$ cat src/rtl/pc_sequencer_if.sv
// Fetch-stage PC sequencer bus.
// Groups the control/ALU/memory inputs and the PC/RAS status outputs.
//   master: drives BUSYWAIT, MODE, RD_OFFSET, ZERO; observes PC and flags
//   slave : the sequencer itself
interface pc_sequencer_if #(
  parameter int unsigned PC_W  = 32,
  parameter int unsigned OFF_W = 8
);
  logic             BUSYWAIT;
  logic [2:0]       MODE;
  logic [OFF_W-1:0] RD_OFFSET;
  logic             ZERO;
  logic [PC_W-1:0]  PC;
  logic [PC_W-1:0]  PC_PLUS4;
  logic             REDIRECT;
  logic             RAS_EMPTY;
  logic             RAS_FULL;
  logic             RAS_ERR;

  modport master (
    output BUSYWAIT, MODE, RD_OFFSET, ZERO,
    input  PC, PC_PLUS4, REDIRECT, RAS_EMPTY, RAS_FULL, RAS_ERR
  );

  modport slave (
    input  BUSYWAIT, MODE, RD_OFFSET, ZERO,
    output PC, PC_PLUS4, REDIRECT, RAS_EMPTY, RAS_FULL, RAS_ERR
  );
endinterface

$ cat src/rtl/pc_sequencer.sv
// Next-PC generator and PC register for the fetch stage, with a circular
// return-address stack for CALL/RET.
// Ports:
//   CLK    : rising-edge clock
//   RESETN : asynchronous active-low reset
//   bus    : pc_sequencer_if.slave
//            in : BUSYWAIT (stall), MODE, RD_OFFSET (signed words), ZERO
//            out: PC, PC_PLUS4 (combinational), REDIRECT, RAS_EMPTY,
//                 RAS_FULL, RAS_ERR (sticky)
module pc_sequencer #(
  parameter int unsigned    PC_W      = 32,
  parameter int unsigned    OFF_W     = 8,
  parameter int unsigned    RAS_DEPTH = 4,
  parameter logic [PC_W-1:0] RESET_PC = '0
) (
  input  logic          CLK,
  input  logic          RESETN,
  pc_sequencer_if.slave bus
);

  localparam int unsigned PTR_W = (RAS_DEPTH > 1) ? $clog2(RAS_DEPTH) : 1;
  localparam int unsigned CNT_W = PTR_W + 1;

  localparam logic [2:0] MODE_SEQ  = 3'd0;
  localparam logic [2:0] MODE_JUMP = 3'd1;
  localparam logic [2:0] MODE_BEQ  = 3'd2;
  localparam logic [2:0] MODE_BNE  = 3'd3;
  localparam logic [2:0] MODE_CALL = 3'd4;
  localparam logic [2:0] MODE_RET  = 3'd5;

  logic [PC_W-1:0]  r_pc;
  logic             r_redirect;
  logic [PC_W-1:0]  r_ras [RAS_DEPTH];
  logic [PTR_W-1:0] r_top;
  logic [CNT_W-1:0] r_cnt;
  logic             r_empty;
  logic             r_full;
  logic             r_err;

  logic [PC_W-1:0]  w_pc_plus4;
  logic [PC_W-1:0]  w_off_ext;
  logic [PC_W-1:0]  w_target;
  logic [PC_W-1:0]  w_next_pc;
  logic             w_redirect;
  logic             w_push;
  logic             w_pop;
  logic             w_err_set;
  logic [PTR_W-1:0] w_top_nxt;
  logic [CNT_W-1:0] w_cnt_nxt;

  // Sign-extend the word offset, then scale to bytes; overflow wraps silently.
  assign w_pc_plus4 = r_pc + PC_W'(4);
  assign w_off_ext  = PC_W'($signed(bus.RD_OFFSET));
  assign w_target   = w_pc_plus4 + {w_off_ext[PC_W-3:0], 2'b00};

  // Next-PC selection and stack control
  always_comb begin
    w_next_pc  = w_pc_plus4;
    w_redirect = 1'b0;
    w_push     = 1'b0;
    w_pop      = 1'b0;
    w_err_set  = 1'b0;
    case (bus.MODE)
      MODE_JUMP: begin
        w_next_pc  = w_target;
        w_redirect = 1'b1;
      end
      MODE_BEQ: begin
        if (bus.ZERO) begin
          w_next_pc  = w_target;
          w_redirect = 1'b1;
        end
      end
      MODE_BNE: begin
        if (!bus.ZERO) begin
          w_next_pc  = w_target;
          w_redirect = 1'b1;
        end
      end
      MODE_CALL: begin
        w_next_pc  = w_target;
        w_redirect = 1'b1;
        w_push     = 1'b1;
        w_err_set  = r_full;
      end
      MODE_RET: begin
        if (!r_empty) begin
          w_next_pc  = r_ras[r_top];
          w_redirect = 1'b1;
          w_pop      = 1'b1;
        end else begin
          w_err_set  = 1'b1;
        end
      end
      default: ;
    endcase
  end

  // Pointer/count update; a push when full overwrites the oldest slot,
  // which is exactly the slot after the current top.
  always_comb begin
    w_top_nxt = r_top;
    w_cnt_nxt = r_cnt;
    if (w_push) begin
      w_top_nxt = PTR_W'(r_top + 1'b1);
      if (!r_full) w_cnt_nxt = CNT_W'(r_cnt + 1'b1);
    end else if (w_pop) begin
      w_top_nxt = PTR_W'(r_top - 1'b1);
      w_cnt_nxt = CNT_W'(r_cnt - 1'b1);
    end
  end

  // Control state; stall freezes everything
  always_ff @(posedge CLK or negedge RESETN) begin
    if (!RESETN) begin
      r_pc       <= RESET_PC;
      r_redirect <= 1'b0;
      r_top      <= '0;
      r_cnt      <= '0;
      r_empty    <= 1'b1;
      r_full     <= 1'b0;
      r_err      <= 1'b0;
    end else if (!bus.BUSYWAIT) begin
      r_pc       <= w_next_pc;
      r_redirect <= w_redirect;
      r_top      <= w_top_nxt;
      r_cnt      <= w_cnt_nxt;
      r_empty    <= (w_cnt_nxt == '0);
      r_full     <= (w_cnt_nxt == CNT_W'(RAS_DEPTH));
      r_err      <= r_err | w_err_set;
    end
  end

  // Stack storage carries no reset; entries are only read when counted valid
  always_ff @(posedge CLK) begin
    if (RESETN && !bus.BUSYWAIT && w_push) r_ras[w_top_nxt] <= w_pc_plus4;
  end

  assign bus.PC        = r_pc;
  assign bus.PC_PLUS4  = w_pc_plus4;
  assign bus.REDIRECT  = r_redirect;
  assign bus.RAS_EMPTY = r_empty;
  assign bus.RAS_FULL  = r_full;
  assign bus.RAS_ERR   = r_err;

endmodule
$ cat src/flat_wrapper.sv
// flat-port wrapper written by rule: the top's interface ports become plain ports
module pc_sequencer_flat 
#(
  parameter int unsigned    PC_W      = 32,
  parameter int unsigned    OFF_W     = 8,
  parameter int unsigned    RAS_DEPTH = 4,
  parameter logic [PC_W-1:0] RESET_PC = '0
)
  (CLK, RESETN, bus_BUSYWAIT, bus_MODE, bus_RD_OFFSET, bus_ZERO, bus_PC, bus_PC_PLUS4, bus_REDIRECT, bus_RAS_EMPTY, bus_RAS_FULL, bus_RAS_ERR);
  pc_sequencer_if #(.PC_W(PC_W), .OFF_W(OFF_W)) bus_i ();
  input  logic CLK;
  input  logic RESETN;
  input wire logic [$bits(bus_i.BUSYWAIT)-1:0] bus_BUSYWAIT;
  input wire logic [$bits(bus_i.MODE)-1:0] bus_MODE;
  input wire logic [$bits(bus_i.RD_OFFSET)-1:0] bus_RD_OFFSET;
  input wire logic [$bits(bus_i.ZERO)-1:0] bus_ZERO;
  output wire logic [$bits(bus_i.PC)-1:0] bus_PC;
  output wire logic [$bits(bus_i.PC_PLUS4)-1:0] bus_PC_PLUS4;
  output wire logic [$bits(bus_i.REDIRECT)-1:0] bus_REDIRECT;
  output wire logic [$bits(bus_i.RAS_EMPTY)-1:0] bus_RAS_EMPTY;
  output wire logic [$bits(bus_i.RAS_FULL)-1:0] bus_RAS_FULL;
  output wire logic [$bits(bus_i.RAS_ERR)-1:0] bus_RAS_ERR;
  assign bus_i.BUSYWAIT = bus_BUSYWAIT;
  assign bus_i.MODE = bus_MODE;
  assign bus_i.RD_OFFSET = bus_RD_OFFSET;
  assign bus_i.ZERO = bus_ZERO;
  assign bus_PC = bus_i.PC;
  assign bus_PC_PLUS4 = bus_i.PC_PLUS4;
  assign bus_REDIRECT = bus_i.REDIRECT;
  assign bus_RAS_EMPTY = bus_i.RAS_EMPTY;
  assign bus_RAS_FULL = bus_i.RAS_FULL;
  assign bus_RAS_ERR = bus_i.RAS_ERR;
  pc_sequencer #(.PC_W(PC_W), .OFF_W(OFF_W), .RAS_DEPTH(RAS_DEPTH), .RESET_PC(RESET_PC)) u_core (.CLK(CLK), .RESETN(RESETN), .bus(bus_i));
endmodule
$ cat config.mk
export PLATFORM = sky130hd
export DESIGN_NAME = pc_sequencer_flat
export DESIGN_NICKNAME = d
export VERILOG_FILES = /design/src/rtl/pc_sequencer_if.sv /design/src/rtl/pc_sequencer.sv /design/src/flat_wrapper.sv
export SDC_FILE = /design/constraint.sdc
export NUM_CORES = 1
export LEC_CHECK = 0
export CAP_MARGIN = 25
export CELL_PAD_IN_SITES_DETAIL_PLACEMENT = 0
export CELL_PAD_IN_SITES_GLOBAL_PLACEMENT = 1
export CORE_MARGIN = 3
export CORE_UTILIZATION = 49
export CTS_BUF_LIST = sky130_fd_sc_hd__clkbuf_8
export CTS_CLUSTER_SIZE = 30
export DETAILED_ROUTE_END_ITERATION = 10
export PLACE_DENSITY_LB_ADDON = 0.05
export SKIP_LAST_GASP = 1
export SLEW_MARGIN = 30
export SYNTH_ARGS = -nofsm -noshare
export SYNTH_HDL_FRONTEND = slang
export SYNTH_SLANG_ARGS = --single-unit
$ cat constraint.sdc
create_clock -name CLK -period 5.4 [get_ports CLK]
set_clock_uncertainty 0.1 [all_clocks]
set_input_delay 0.54 -clock CLK [delete_from_list [all_inputs] [get_ports CLK]]
set_output_delay 0.54 -clock CLK [all_outputs]
set_load 0.005 [all_outputs]
After elaboration in Yosys (flattened, before gate mapping)
Memories as Yosys holds them, arrays and structs flattened.
Cells that the tools add are included.
- flip-flop bits (word level): 41
- latch bits: 0
- RAM bits: 128
- ROM bits: 0
- bits of input ports: 15
- output and inout port bits: 68
- word-level logic and storage cells: 45
- memories kept: 1
- $add $sub $neg: 6
- multiply operators: 0
- div/mod/pow operators: 0
- order comparisons: 0
- eq/ne operators: 6
- shift-type cells: 0
- multiplexer cells: 19
- bitwise gates (word level): 1
- reductions and logical operators: 5
- memories (name ; depth ; width ; read ports ; clocked after Yosys merged registers in ; wr ports ; line ; RTL):
    u_core.r_ras ; 4 ; 32 ; 1 ; 0 ; 1 ; pc_sequencer.sv:33 ; logic [PC_W-1:0] r_ras [RAS_DEPTH];
- operators by type and width (kind ; count):
    $pmux 32 s4 ; 1
    $mux 32 ; 3
    $add 32x3->32 const B ; 1
    $add 32x32->32 ; 1
    $eq 3x3->1 const B ; 3
    $mux 3 ; 3
    $mux 1 ; 8
    $eq 3x2->1 const B ; 2
    $mux 2 ; 2
    $pmux 1 s4 ; 1
    $add 3x1->3 const B ; 1
    $eq 3x1->1 const B ; 1
    $logic_not 3->1 ; 1
    $sub 3x1->3 const B ; 1
    $add 2x1->2 const B ; 1
    $logic_and 1x1->1 ; 2
    $pmux 1 s2 ; 1
    $reduce_or 2->1 ; 1
    $sub 2x1->2 const B ; 1
    $logic_not 1->1 ; 1
    $or 1x1->1 ; 1

Logic depth before layout (Yosys ltp)
Gate-level depths: netlist of run 1.
- depth in word-level cells: 5
- depth in mapped cells: 17
- mapped depth without buffers: 15

Worst setup path after synthesis of run 1
OpenSTA, ideal clock, no wires.
- path type: in2reg
- start point: input bus_MODE[0]
- end point: memory u_core.r_ras[3][0] (enable)
- arrival: 3.908 ns
- path slack: 0.924 ns
- stages: 6
- buffers on the path: 2
- path through: buf_2 > inv_1 > or3_1 > clkbuf_1 > xnor2_1 > nor3b_1
- word-level cells in the longest chain between the ends: 5
- elaborated cells on any way between the ends: 9
- those cells by class: eq/ne (2); mux (6); reduce/logical (1)
- RTL lines (what ; line ; RTL):
    start, declared ; flat_wrapper.sv:14 ; input wire logic [$bits(bus_i.MODE)-1:0] bus_MODE;
    $eq 3x3->1 ; pc_sequencer.sv:63 ; case (bus.MODE)
    $mux 1 ; pc_sequencer.sv:63 ;
    $logic_and 1x1->1 ; pc_sequencer.sv:136 ; if (RESETN && !bus.BUSYWAIT && w_push) r_ras[w_top_nxt] <= w_pc_plus4;
    $mux 1 ; pc_sequencer.sv:136 ;
    $mux 1 (not written as such) ; pc_sequencer.sv:136 ;
    end, declared ; pc_sequencer.sv:33 ;
Several ways; a longest one is shown, not always the timed one.

Worst setup path in the final report of run 1
- start point: register u_core.r_pc[2], in the netlist u_core.bus.PC[2]
- end point: register u_core.r_pc[29], in the netlist u_core.bus.PC[29]
- word-level cells in the longest chain between the ends: 4
- elaborated cells on any way between the ends: 6
- those cells by class: add/sub (2); mux (4)
- RTL lines (what ; line ; RTL):
    start, declared ; pc_sequencer.sv:31 ; logic [PC_W-1:0] r_pc;
    start signal, assigned ; pc_sequencer.sv:124 ; r_pc <= w_next_pc;
    $add 32x3->32 (*) ; pc_sequencer.sv:52 ; assign w_pc_plus4 = r_pc + PC_W'(4);
    $add 32x32->32 ; pc_sequencer.sv:54 ; assign w_target = w_pc_plus4 + {w_off_ext[PC_W-3:0], 2'b00};
    $mux 32, on equally long branches ; pc_sequencer.sv:75, pc_sequencer.sv:69 ;
    $pmux 32 s4 (*) ; pc_sequencer.sv:63 ;
Every way passes the cells marked *; elsewhere a longest branch is shown, timed or not.
A chain may end at the register's enable or synchronous reset.

==> results of run 1 <==
area by class of cell:
| type | count | area [sq um] | share of cell area |
|---|---|---|---|
| Clock buffer | 18 | 248 | 0.0236 |
| Clock inverter | 14 | 128 | 0.0121 |
| Inverter | 20 | 75.1 | 0.00714 |
| Multi-Input combinational cell | 498 | 3960 | 0.376 |
| Sequential cell | 169 | 4870 | 0.463 |
| Tap cell | 229 | 287 | 0.0273 |
| Timing Repair Buffer | 100 | 950 | 0.0903 |
critical path, stage by stage, from the launching register on:
cell	delay (ns)
dfrtp_1	0.44
ha_1	0.25
and2_1	0.24
nand4_1	0.32
nor2_1	0.30
nand2_1	0.10
xnor2_1	0.53
ha_1	0.40
a21o_1	0.21
a21o_1	0.18
a221o_1	0.38
nor3b_2	0.19
o21a_2	0.19
nor4_1	0.08
or4_1	0.48
a31o_1	0.21
Yosys cell counts (all sizes together), types with 9 or more instances:
library cell  number  area [sq um]
o221ai            10          87.6
mux4              32           721
buf               13          78.8
a22oi             12          90.1
xor2              18           158
nand2             51           191
ha                36           450
dfrtp             40          1000
and3              11          71.3
nor3              14          75.1
nand4              9          62.6
o21ai             33           165
xnor2             39           349
edfxtp           128          3840
inv               20          75.1
a21oi             49           245
nor2              46           173
clkbuf            28           135
a21o              13          98.9
a222oi            10           100
nand3             20           105
sequential cells by signal, indices dropped and copies added (netlist names):
register and flops:
u_core.bus.PC 32, u_core.bus.RAS_FULL 1, u_core.r_top 2, u_core.r_cnt 3, u_core.bus.REDIRECT 1, u_core.bus.RAS_EMPTY 1
u_core.r_ras 128, u_core.bus.RAS_ERR 1
logic make-up after synthesis:
| kind of cell | count (synthesis) | synth area share |
|---|---|---|
| AOI/OAI and AO/OA | 184 | 0.138 |
| and+or+nand+nor | 183 | 0.101 |
| DFF | 169 | 0.535 |
| buffers and inverters | 62 | 0.0330 |
| xor gates and xnor gates | 57 | 0.0557 |
| muxes | 37 | 0.0851 |
| adders and majority gates | 37 | 0.0517 |
per-stage QoR:
stage               area [sq um]  total power (uW)  worst slack, ns
CTS                        10500              5380            0.719
finish                     10500              5360            0.685
global placement           10100              4450            0.954
global route               10500              5710            0.439
floorplan                   9100              3530            0.924
detailed placement         10100              4500            0.830
where the power goes:
part / switching (uW) / total, uW / internal, uW
clock network: 483 / 863 / 380
registers: 294 / 1980 / 1680
logic: 1280 / 2510 / 1230
total: 2060 / 5360 / 3300
worst max-delay path by stage:
stage                    endpoint  depth (start not counted)        startpoint
6_report        u_core.bus.PC[29]                         15  u_core.bus.PC[2]
5_1_grt         u_core.bus.PC[29]                         15  u_core.bus.PC[2]
4_1_cts         u_core.bus.PC[29]                         15  u_core.bus.PC[2]
3_5_place_dp    u_core.bus.PC[29]                         15  u_core.bus.PC[2]
3_3_place_gp    u_core.bus.PC[29]                         15  u_core.bus.PC[2]
2_1_floorplan  u_core.r_ras[3][0]                          6       bus_MODE[0]
metal layers:
metal  vias to the layer above  global-route usage  routed length, microns  part of all wire
met5                         -                   0                       0                 0
met4                         0              0.0576                     340             0.014
met3                        28              0.0477                    1060             0.045
met2                       192               0.388                   11400              0.48
met1                      3249               0.346                   11000              0.46
li1                       2975                   -                       -                 -
==> impl_metrics.py, run 1 <==
metrics = {
    "finish": {
        "drive_above_1_share": 0.133,
        "nets": 858,
        "nFillCells": 1478,
        "stdcell_count": 1048,
        "mostFrequentLayoutCells": "edfxtp_1, clkdlybuf4s50_1, nand2_1",
        "antenna_cells": 0,
        "final_common_cell": "edfxtp_1",
        "final_util": 0.581,
        "syn2layout_area_growth_pct": 15.6,
    },
    "floorplan": {
        "die_x_microns": 142,
        "fp.dieH_microns": 142,
        "io_pins": 83,
        "die_area_sq_um": 20200,
        "start_util": 0.503,
        "fp.coreArea_sq_um": 18100,
        "placementRows": 49,
    },
    "synth": {
        "synth_edf_count": 128,
        "synthFlopType": "edfxtp_1",
        "syn_area_sq_um": 9100,
        "yosysSeqAreaShare": 0.535,
        "syn-num-nets": 781,
        "postSynthCellCount": 729,
        "ys_async_sr_fraction": 0.243,
        "ys_types": 79,
        "synth-seq-cells": 169,
        "ys_warn_count": 0,
        "synth_area_per_cell_sq_um": 12.5,
    },
    "clock_tree": {
        "cts_resized": 0,
        "path_clk_slew_ns": 0.09,
        "cts.path.max_buffers": 2,
        "cts_tree": "done",
        "cts_made_buffers": 17,
        "htreeDepth": 4,
        "cts.sinks": 169,
        "clock_latency_ns": 0.46,
        "cts_root_buf": "clkbuf_8",
        "post_cts_buffers": 0,
        "ctsHoldBuffers": 0,
    },
    "critical_path": {
        "r2r_setup_slack_ns": 0.69,
        "critPathKind": "flop to flop",
        "rr_endpoint": "u_core.bus.PC[29]",
        "cp_max_fo": 7,
        "cp.arrival_ns": 4.97,
        "start_kind": "flop",
        "crit_path_end_kind": "flop",
        "worstReg2RegStart": "u_core.bus.PC[2]",
        "ff2ff_path_depth": 15,
        "crit_required_ns": 5.66,
    },
    "detailed_routing": {
        "drt_iter0_markers": 498,
        "vias_per_cell": 6.15,
        "detail_route.wl_per_cell_microns": 22.8,
        "drc": 0,
        "first_pass_iters": 5,
        "postRouteAntennaNets": 0,
        "wl_microns": 23900,
        "vias": 6444,
    },
    "global_routing": {
        "antenna_found_initial": 0,
        "grt_pass1_wl_microns": 37400,
        "grt_pass1_vias": 6435,
        "grt_usage": 0.242,
        "gr-total-overflow": 0,
        "grt_max_degree": 44,
    },
    "pwr": {
        "p_leak_uw": 0.00382,
        "power_per_cell_area_nw_per_um2": 509,
        "irDropWorstVdd_mv": 0.252,
    },
    "timing": {
        "setup_viol": 0,
        "tns_ns": 0,
        "min_period_over_period": 0.873,
        "relSlewSlack": 0.346,
        "finalCriticalPeriod_ns": 4.71,
        "hold_violations": 0,
        "final_max_slew_viol_count": 0,
        "rsz0062_at_grt": "no",
        "max_freq_mhz": 212,
        "worst_pin_slew_ns": 0.979,
        "hold_ws_ns": 0.0819,
    },
    "run_status": {
        "status": "finished clean",
    },
    "job": {
        "cap_viol_max_count": 0,
    },
    "placed_design": {
        "dp_hpwl_microns": 16300,
        "place_inst": 1016,
        "routabilityCongestion": 0.925,
        "portBuffers": 82,
    },
    "min_path": {
        "hold_class": "input pin to asynchronous set/reset pin",
    },
}
Note: power is estimated with default switching activity, not from simulation.
==> inputs of run 2 (changes only) <==
--- a/config.mk
+++ b/config.mk
@@ -5,7 +5,7 @@
 export SDC_FILE = /design/constraint.sdc
 export NUM_CORES = 1
 export LEC_CHECK = 0
-export CAP_MARGIN = 25
+export CAP_MARGIN = 20
 export CELL_PAD_IN_SITES_DETAIL_PLACEMENT = 0
 export CELL_PAD_IN_SITES_GLOBAL_PLACEMENT = 1
 export CORE_MARGIN = 3
==> results of run 2 <==
Final layout, timing and power as in run 1 (identical DEF).
